<file path="config.mk">
export PLATFORM = sky130hd
export DESIGN_NAME = cp0_timer
export DESIGN_NICKNAME = d
export VERILOG_FILES = /design/src/rtl/cp0_defs.sv /design/src/rtl/cp0_count_timer.sv /design/src/rtl/cp0_timer.sv
export SDC_FILE = /design/constraint.sdc
export NUM_CORES = 1
export LEC_CHECK = 0
export CAP_MARGIN = 0
export CELL_PAD_IN_SITES_DETAIL_PLACEMENT = 0
export CELL_PAD_IN_SITES_GLOBAL_PLACEMENT = 2
export CORE_MARGIN = 2
export CORE_UTILIZATION = 28
export CTS_CLUSTER_SIZE = 12
export DETAILED_ROUTE_END_ITERATION = 6
export PLACE_DENSITY = 0.77
export SETUP_SLACK_MARGIN = 0.5
export SLEW_MARGIN = 20
export SYNTH_ARGS = -nofsm -noshare
export SYNTH_HDL_FRONTEND = slang
export SYNTH_SLANG_ARGS = --single-unit
</file>
<file path="constraint.sdc">
create_clock -name clk -period 3.6 [get_ports clk]
set_clock_uncertainty 0.1 [all_clocks]
set_input_delay 0.54 -clock clk [delete_from_list [all_inputs] [get_ports clk]]
set_output_delay 0.54 -clock clk [all_outputs]
set_load 0.01 [all_outputs]
</file>
<file path="src/rtl/cp0_defs.sv">
// cp0_defs: shared constants for the CP0 block.
//   - CP0 register indices used by mtc0/mfc0 decode
//   - bit positions of the fixed SR/Cause fields
//   - exception codes written into Cause.ExcCode
package cp0_defs;

    localparam logic [4:0] REG_COUNT   = 5'd9;
    localparam logic [4:0] REG_COMPARE = 5'd11;
    localparam logic [4:0] REG_SR      = 5'd12;
    localparam logic [4:0] REG_CAUSE   = 5'd13;
    localparam logic [4:0] REG_EPC     = 5'd14;
    localparam logic [4:0] REG_PRID    = 5'd15;

    localparam int unsigned SR_IE    = 0;
    localparam int unsigned SR_EXL   = 1;
    localparam int unsigned CAUSE_TI = 30;
    localparam int unsigned CAUSE_BD = 31;

    localparam logic [4:0] EXC_INT     = 5'd0;
    localparam logic [4:0] EXC_ADEL    = 5'd4;
    localparam logic [4:0] EXC_ADES    = 5'd5;
    localparam logic [4:0] EXC_SYSCALL = 5'd8;
    localparam logic [4:0] EXC_RI      = 5'd10;
    localparam logic [4:0] EXC_OV      = 5'd12;

endpackage

</file>
<file path="src/rtl/cp0_count_timer.sv">
// cp0_count_timer: Count/Compare timer of CP0.
//   clk, reset     clock, async active-high reset
//   count_we_i     load Count from wdata_i (wins over a tick increment)
//   compare_we_i   load Compare from wdata_i and clear TI (wins over a set)
//   wdata_i        mtc0 data
//   count_o        Count register
//   compare_o      Compare register
//   tick_match_o   this cycle's increment lands on Compare (TI set condition)
//   ti_o           sticky timer interrupt flag (Cause.TI)
module cp0_count_timer #(
    parameter int unsigned COUNT_DIV = 1
) (
    input  logic        clk,
    input  logic        reset,
    input  logic        count_we_i,
    input  logic        compare_we_i,
    input  logic [31:0] wdata_i,
    output logic [31:0] count_o,
    output logic [31:0] compare_o,
    output logic        tick_match_o,
    output logic        ti_o
);

    localparam int unsigned PW = (COUNT_DIV > 1) ? $clog2(COUNT_DIV) : 1;
    localparam logic [PW-1:0] PRESC_LAST = PW'(COUNT_DIV - 1);

    logic [PW-1:0] presc_q, presc_d;
    logic [31:0]   count_q, count_d;
    logic [31:0]   compare_q, compare_d;
    logic          ti_q, ti_d;
    logic          tick;
    logic [31:0]   count_inc;

    assign tick      = (presc_q == PRESC_LAST);
    assign count_inc = count_q + 32'd1;
    // Only a real increment can raise TI; a Count write on a tick suppresses it.
    assign tick_match_o = tick & ~count_we_i & (count_inc == compare_q);

    always_comb begin
        presc_d   = tick ? '0 : presc_q + 1'b1;
        count_d   = count_q;
        compare_d = compare_q;
        ti_d      = ti_q;
        if (count_we_i)
            count_d = wdata_i;
        else if (tick)
            count_d = count_inc;
        if (compare_we_i) begin
            compare_d = wdata_i;
            ti_d      = 1'b0;
        end else if (tick_match_o) begin
            ti_d = 1'b1;
        end
    end

    always_ff @(posedge clk or posedge reset) begin
        if (reset) begin
            presc_q   <= '0;
            count_q   <= '0;
            compare_q <= '0;
            ti_q      <= 1'b0;
        end else begin
            presc_q   <= presc_d;
            count_q   <= count_d;
            compare_q <= compare_d;
            ti_q      <= ti_d;
        end
    end

    assign count_o   = count_q;
    assign compare_o = compare_q;
    assign ti_o      = ti_q;

endmodule

</file>
<file path="src/rtl/cp0_timer.sv">
// cp0_timer: MIPS coprocessor 0 at the M stage with exception/interrupt
// arbitration and a Count/Compare timer interrupt.
//   clk, reset   clock, async active-high reset
//   enable       mtc0 write strobe; CP0Add/CP0In give index and data
//   VPC, BDIn    PC of the M-stage instruction and its delay-slot flag
//   ExcCodeIn    nonzero = exception raised by the M-stage instruction
//   HWInt        level-sensitive external interrupt lines
//   EXLClr       eret commit
//   CP0Out       mfc0 read data (pre-edge register values)
//   EPCOut       exception/eret target
//   Req          take exception or interrupt this cycle
//   IntAck       accepted interrupt includes line ACK_LINE
//   TimerIrq     Cause.TI
module cp0_timer
    import cp0_defs::*;
#(
    parameter int          NUM_HW_INT = 6,
    parameter int          IM_LSB     = 10,
    parameter int          TIMER_LINE = NUM_HW_INT - 1,
    parameter int unsigned COUNT_DIV  = 1,
    parameter int          ACK_LINE   = 2,
    parameter logic [31:0] PRID_VAL   = 32'h0000_0007
) (
    input  logic                  clk,
    input  logic                  reset,
    input  logic                  enable,
    input  logic [4:0]            CP0Add,
    input  logic [31:0]           CP0In,
    input  logic [31:0]           VPC,
    input  logic                  BDIn,
    input  logic [4:0]            ExcCodeIn,
    input  logic [NUM_HW_INT-1:0] HWInt,
    input  logic                  EXLClr,
    output logic [31:0]           CP0Out,
    output logic [31:0]           EPCOut,
    output logic                  Req,
    output logic                  IntAck,
    output logic                  TimerIrq
);

    logic                  exl_q, exl_d;
    logic                  ie_q, ie_d;
    logic [NUM_HW_INT-1:0] im_q, im_d;
    logic                  bd_q, bd_d;
    logic [4:0]            exc_q, exc_d;
    logic [NUM_HW_INT-1:0] ip_q, ip_d;
    logic [31:0]           epc_q, epc_d;

    logic [NUM_HW_INT-1:0] pend;
    logic                  int_req, exc_req, wr;
    logic [31:0]           count, compare, sr_val, cause_val;
    logic                  ti, tick_match;

    always_comb begin
        pend             = HWInt;
        pend[TIMER_LINE] = HWInt[TIMER_LINE] | ti;
    end

    assign int_req  = ~exl_q & ie_q & |(pend & im_q);
    assign exc_req  = ~exl_q & (ExcCodeIn != 5'd0);
    assign Req      = int_req | exc_req;
    assign IntAck   = int_req & pend[ACK_LINE] & im_q[ACK_LINE];
    assign EPCOut   = Req ? (BDIn ? VPC - 32'd4 : VPC) : epc_q;
    assign TimerIrq = ti;

    // A taken exception/interrupt swallows any same-cycle mtc0.
    assign wr = enable & ~Req;

    cp0_count_timer #(.COUNT_DIV(COUNT_DIV)) u_timer (
        .clk          (clk),
        .reset        (reset),
        .count_we_i   (wr && (CP0Add == REG_COUNT)),
        .compare_we_i (wr && (CP0Add == REG_COMPARE)),
        .wdata_i      (CP0In),
        .count_o      (count),
        .compare_o    (compare),
        .tick_match_o (tick_match),
        .ti_o         (ti)
    );

    always_comb begin
        sr_val                        = '0;
        sr_val[SR_IE]                 = ie_q;
        sr_val[SR_EXL]                = exl_q;
        sr_val[IM_LSB +: NUM_HW_INT]  = im_q;
        cause_val                        = '0;
        cause_val[CAUSE_BD]              = bd_q;
        cause_val[CAUSE_TI]              = ti;
        cause_val[IM_LSB +: NUM_HW_INT]  = ip_q;
        cause_val[6:2]                   = exc_q;
    end

    always_comb begin
        case (CP0Add)
            REG_COUNT:   CP0Out = count;
            REG_COMPARE: CP0Out = compare;
            REG_SR:      CP0Out = sr_val;
            REG_CAUSE:   CP0Out = cause_val;
            REG_EPC:     CP0Out = epc_q;
            REG_PRID:    CP0Out = PRID_VAL;
            default:     CP0Out = '0;
        endcase
    end

    always_comb begin
        exl_d = exl_q;
        ie_d  = ie_q;
        im_d  = im_q;
        bd_d  = bd_q;
        exc_d = exc_q;
        ip_d  = pend;
        epc_d = epc_q;
        if (Req) begin
            exl_d = 1'b1;
            bd_d  = BDIn;
            exc_d = int_req ? EXC_INT : ExcCodeIn;
            epc_d = EPCOut;
        end else begin
            if (EXLClr)
                exl_d = 1'b0;
            if (enable && (CP0Add == REG_SR)) begin
                ie_d = CP0In[SR_IE];
                im_d = CP0In[IM_LSB +: NUM_HW_INT];
                // eret owns EXL in the cycle it commits
                if (!EXLClr)
                    exl_d = CP0In[SR_EXL];
            end
            if (enable && (CP0Add == REG_EPC))
                epc_d = CP0In;
        end
    end

    always_ff @(posedge clk or posedge reset) begin
        if (reset) begin
            exl_q <= 1'b0;
            ie_q  <= 1'b0;
            im_q  <= '0;
            bd_q  <= 1'b0;
            exc_q <= '0;
            ip_q  <= '0;
            epc_q <= '0;
        end else begin
            exl_q <= exl_d;
            ie_q  <= ie_d;
            im_q  <= im_d;
            bd_q  <= bd_d;
            exc_q <= exc_d;
            ip_q  <= ip_d;
            epc_q <= epc_d;
        end
    end

endmodule

</file>
After elaboration in Yosys (flattened, before gate mapping)
Cells that the tools add are included.
- add/subtract/negate cells: 3
- multipliers: 0
- divide/modulo/power cells: 0
- $lt $le $gt $ge: 0
- equal/unequal tests: 8
- shifts and indexed selects: 0
- mux-type cells: 15
- bitwise operators: 15
- reduce and logical (&&, ||, !) cells: 9
- operator list (cell ; number):
    $mux W32 ; 6
    $pmux W32 S6 ; 1
    $add A32 B1 Y32 const B ; 1
    $eq A32 B32 Y1 ; 1
    $sub A32 B3 Y32 const B ; 1
    $eq A5 B4 Y1 const B ; 6
    $and A1 B1 Y1 ; 8
    $mux W1 ; 7
    $and A6 B6 Y6 ; 1
    $reduce_or A6 Y1 ; 1
    $mux W5 ; 1
    $reduce_bool A5 Y1 ; 1
    $logic_and A1 B1 Y1 ; 4
    $not A1 Y1 ; 4
    $reduce_bool A2 Y1 ; 2
    $ne A2 B1 Y1 const B ; 1
    $or A1 B1 Y1 ; 2
    $reduce_and A2 Y1 ; 1
    $add A1 B1 Y1 const B ; 1
- register bits: 118
- bits in latches: 0
- RAM bits: 0
- memory bits (read-only): 0
- input port bits: 85
- output and inout port bits: 67
- word-level logic and storage cells: 61
- memories kept: 0

Longest topological paths before layout
- depth after elaboration: 13
- depth in mapped cells: 10
- mapped depth without buffers: 9

Modules after synthesis
Synthesis repeated with hierarchy kept, for this count alone.
- cell total of the unflattened synthesis: 972
- area, all modules: 8722.1 um2
- modules (own cells, without submodules) (module ; times used ; cells an instance ; area an instance (um2) ; sequential area each (um2)):
    cp0_count_timer ; 1 ; 480 ; 4483.0 ; 1626.6
    cp0_timer ; 1 ; 492 ; 4239.1 ; 1301.2

Worst setup path after synthesis
OpenSTA, ideal clock, no wires.
- path kind: input -> output
- from: input port VPC[16]
- to: output port EPCOut[31]
- data arrival time: 2321 ps
- data required time: 2960 ps
- path slack: 639 ps
- stages: 7
- path buffers: 0
- cell sequence: or3_1 > or4_1 > nor3_1 > nand2_1 > nor4_1 > xnor2_1 > a21oi_1
- cells in the longest elaborated chain, start to end: 3
- ends and longest elaborated chain (element ; line ; source):
    start, declared ; cp0_timer.sv:29 ; input logic [31:0] VPC,
    $sub A32 B3 Y32 ; cp0_timer.sv:63 ; assign EPCOut = Req ? (BDIn ? VPC - 32'd4 : VPC) : epc_q;
    $mux W32 (2 in series) ; cp0_timer.sv:63 ;
    end, declared ; cp0_timer.sv:35 ; output logic [31:0] EPCOut,
No other way between the ends.

Worst setup path in the final report
- from: input port VPC[15]
- to: output port EPCOut[28]
The elaborated chain is that of the path after synthesis.

==> results.toml <==
[setup_path]
critical_path_buf_inv_count = 4
arrival_ns = 2.62
cp.required_ns = 2.96
critical-path-top-delay-family = "simple AND/OR/NAND/NOR gates"
cp_cell_sequence = "buf_6, or3_4, or4_4, buf_6, nor4_4, buf_4, nand2_1, xor2_2, a21oi_2, buf_2"
critPathLaunchType = "primary input"
timing.critical_path.mode_cell = "buf_6"
cp_slowest_cell = "or4_4"
endpoint_kind = "primary output"
cp_slowest_stage_delay_ns = 0.54
worst-setup-path-type = "in -> out"
cp_max_fo = 3

[drt]
drt-met1-wl_mm = 14.6
avgRoutedWirePerCell_um = 20.4
vias = 7734
drcViolationCount = 0
via_per_inst = 5.20
firstDrtPassIters = 7
wl_met2_mm = 13.8
drtIter0Drc = 699
top_layer_used = "met4"
totalWireLength_mm = 30.3
wl_met3_mm = 1.27
ant_nets = 0

[timing]
post-route-min-period_ns = 3.26
setup_viol = 0
fin_crit_sh_pct = 90.6
max-slew-margin-rel_pct = 41.6
tightest_slew_ns = 0.874
clock.fmax_ghz = 0.307
setup_tns_ns = 0
slew_violations = 0
rsz0062_at_grt = "true"
finalHoldViolations = 0

[floorplanning]
core_sq_um = 26800
num_rows = 60
io_pins = 152
die_area_sq_um = 28500
die_x_um = 169
initial_utilization_pct = 28.4
die_h_um = 169

[synth]
ys_ff_latch = 117
ys.flop_type = "dfrtp_1"
synth_top_cell_area_share_pct = 38.4
syn_area_per_cell_sq_um = 8.64
yosysWarnings = 0
synth-async-reset-ratio_pct = 100
synth.distinct_cells = 72
seq_area_frac_synth_pct = 38.4
synth_top_area_cell = "dfrtp_1"
postSynthCellCount = 882
synth_edf_count = 0
synth_fp_nets = 969
syn_area_sq_um = 7620
yosys-top-cells-area = "dfrtp_1, a21oi_1, nand2_1"

[status]
status = "finished, final reports clean"

[final_layout]
num-nets-final = 1220
diodes = 0
post-route-util_pct = 43.4
multi_input_area_sq_um = 4870
area_growth_pct = 52.7
n_fill_cell = 2666
drive_above_1_share_pct = 32.6
seq_area_sq_um = 2930

[power]
peakVddDrop_v = 0.000327
power.share.switching_pct = 40.0
power_density_nw_per_um2 = 663
pwr-share-seq_pct = 34.4
clock_power_share_pct = 24.0
power.switching_mw = 3.09
p_comb_share_pct = 41.6
intPower_mw = 4.63
leakage_nw = 4.98

[global_route]
overflow = 0
grt_pass1_wl_mm = 46.2
antenna_found_initial = 0
grt_max_degree = 45
grt.total_usage_pct = 21.3
grt_pass1_vias = 7672

[clock_tree]
clk_pin_slew_ns = 0.05
ctsHoldBuffers = 0
clock_sinks = 117
cts_buffers = 17
cts.path.max_buffers = 2
clock-root-buffer = "clkbuf_16"
htreeDepth = 4
clk_latency_ns = 0.42
cts_tree = "yes"

[placed_design]
portBuffers = 151
place_hpwl_mm = 22.0
gp_congestion = 0.873

[run]
max_cap_violations = 0

[worst_hold_path]
hold_class = "in -> reg"
cell families (layout without fill, tap and decap cells):
family | count (synthesis) | after routing | synth area share, %
adders and majority gates | 3 | 3 | 0.476
and+or+nand+nor | 346 | 346 | 22.8
xor gates and xnor gates | 81 | 81 | 9.41
AOI/OAI and AO/OA | 211 | 211 | 17.8
muxes | 47 | 47 | 6.77
buffers and inverters | 77 | 341 | 4.37
DFF | 117 | 117 | 38.4
per-layer routing:
layer,track usage (%),up-vias
li1,-,3671
met1,30.8,3786
met2,32.8,245
met3,2.69,32
met4,6.97,0
met5,0,-
power groups by stage:
stage | clock, mW | sequential (mW) | combinational, mW
CTS | 1.88 | 2.60 | 3.11
floorplan | 0 | 2.17 | 1.97
global route | 1.93 | 2.73 | 3.54
detailed placement | 0 | 2.60 | 3.01
global placement | 0 | 2.60 | 3.00
finish | 1.85 | 2.65 | 3.22
final cells by class:
| type | count | share of cell area (%) |
|---|---|---|
| clock buffer | 23 | 4.19 |
| clock inverter | 9 | 1.27 |
| inverter | 12 | 0.527 |
| multi-input combinational | 688 | 41.9 |
| sequential | 117 | 25.2 |
| tap | 341 | 3.67 |
| timing repair buffer | 297 | 23.3 |
cells in the mapped netlist, types with 3 or more instances:
library cell  count
a221oi_1         25
nor2b_1           8
or4_1             3
a222oi_1          7
dfrtp_1         117
inv_1            10
clkbuf_1         40
a31oi_1           6
o21ai_0          31
nor2_1          103
nand3_1          16
and3_1           32
a21oi_1          99
nand2b_1          6
or3_1             5
o22ai_1           3
buf_1             9
buf_2             9
mux2i_1          11
xnor2_1          47
a22oi_1          18
buf_6             3
o211ai_1          3
nor4_4            3
xor2_1           33
nor4_1            5
nor3_1           12
nand4_1          14
and4_1            5
mux2_2           36
nand2_1         112
path summary, 6_finish.rpt:
| kind | depth (start not counted) | to | slack (ns) | startpoint |
|---|---|---|---|---|
| max | 10 | EPCOut[28] | 0.34 | VPC[15] |
| max in group asynchronous | 3 | u_timer.compare_o[16] | 2.13 | reset |
| max reg2reg | 8 | u_timer.ti_o | 0.64 | u_timer.count_o[4] |
| min | 1 | ip_q[0] | 0.31 | HWInt[0] |
| min in group asynchronous | 2 | exc_q[0] | 0.53 | reset |
| min reg2reg | 2 | bd_q | 0.38 | bd_q |
through the flow:
stage / area [sq um] / power [mW] / hold slack (ns) / worst slack [ns] / instances
after CTS: 11400 / 7.59 / 0.295 / 0.220 / 1472
after global placement: 10100 / 5.60 / 0.362 / -0.450 / 1403
after global routing: 11600 / 8.19 / 0.298 / 0.228 / 1487
final: 11600 / 7.72 / 0.309 / 0.338 / 1487
after floorplan: 7620 / 4.14 / 0.340 / 0.639 / 882
after detailed placement: 10100 / 5.61 / 0.370 / -0.464 / 1403
sequential cells by signal, indices dropped and copies added (netlist names), 5 cells and up:
name,cells
epc_q,32
u_timer.compare_o,32
ip_q,6
exc_q,5
u_timer.count_o,32
im_q,6
layout by cell type (no fill, tap or decap), types with 6 or more instances in the layout:
cell type / n
nor2_4: 8
dlygate4sd2_1: 36
nand4_1: 14
xnor2_2: 9
a221oi_2: 8
inv_1: 9
a31oi_1: 6
nor4_4: 6
and3_1: 31
xnor2_1: 39
nor2_1: 80
buf_12: 10
a21oi_2: 17
nor3_1: 7
nand2_1: 108
xor2_2: 6
o21ai_0: 25
buf_2: 31
a22oi_1: 17
buf_4: 107
dfrtp_1: 116
a221oi_1: 18
nor2_2: 17
a222oi_1: 7
clkbuf_2: 9
a21oi_1: 79
xor2_1: 27
nand3_1: 14
mux2i_1: 11
mux2_2: 36
clkbuf_16: 18
nor2b_1: 6
clkdlybuf4s50_1: 64
buf_6: 26
worst register-to-register path, cell delays in order, from the launching register on:
cell	delay, ns
dfrtp_1	0.60
nand4_4	0.24
nor4_4	0.42
buf_4	0.19
and3_4	0.20
xnor2_1	0.17
o221ai_2	0.12
or4_1	0.53
o32ai_2	0.29
timing repair:
item,CTS,global route
gates resized for setup,276,98
pin swaps,45,40
setup buffers,33,14
endpoints found under the setup margin,67,41
gates cloned,4,1
Power figures use the tool's default switching activity.
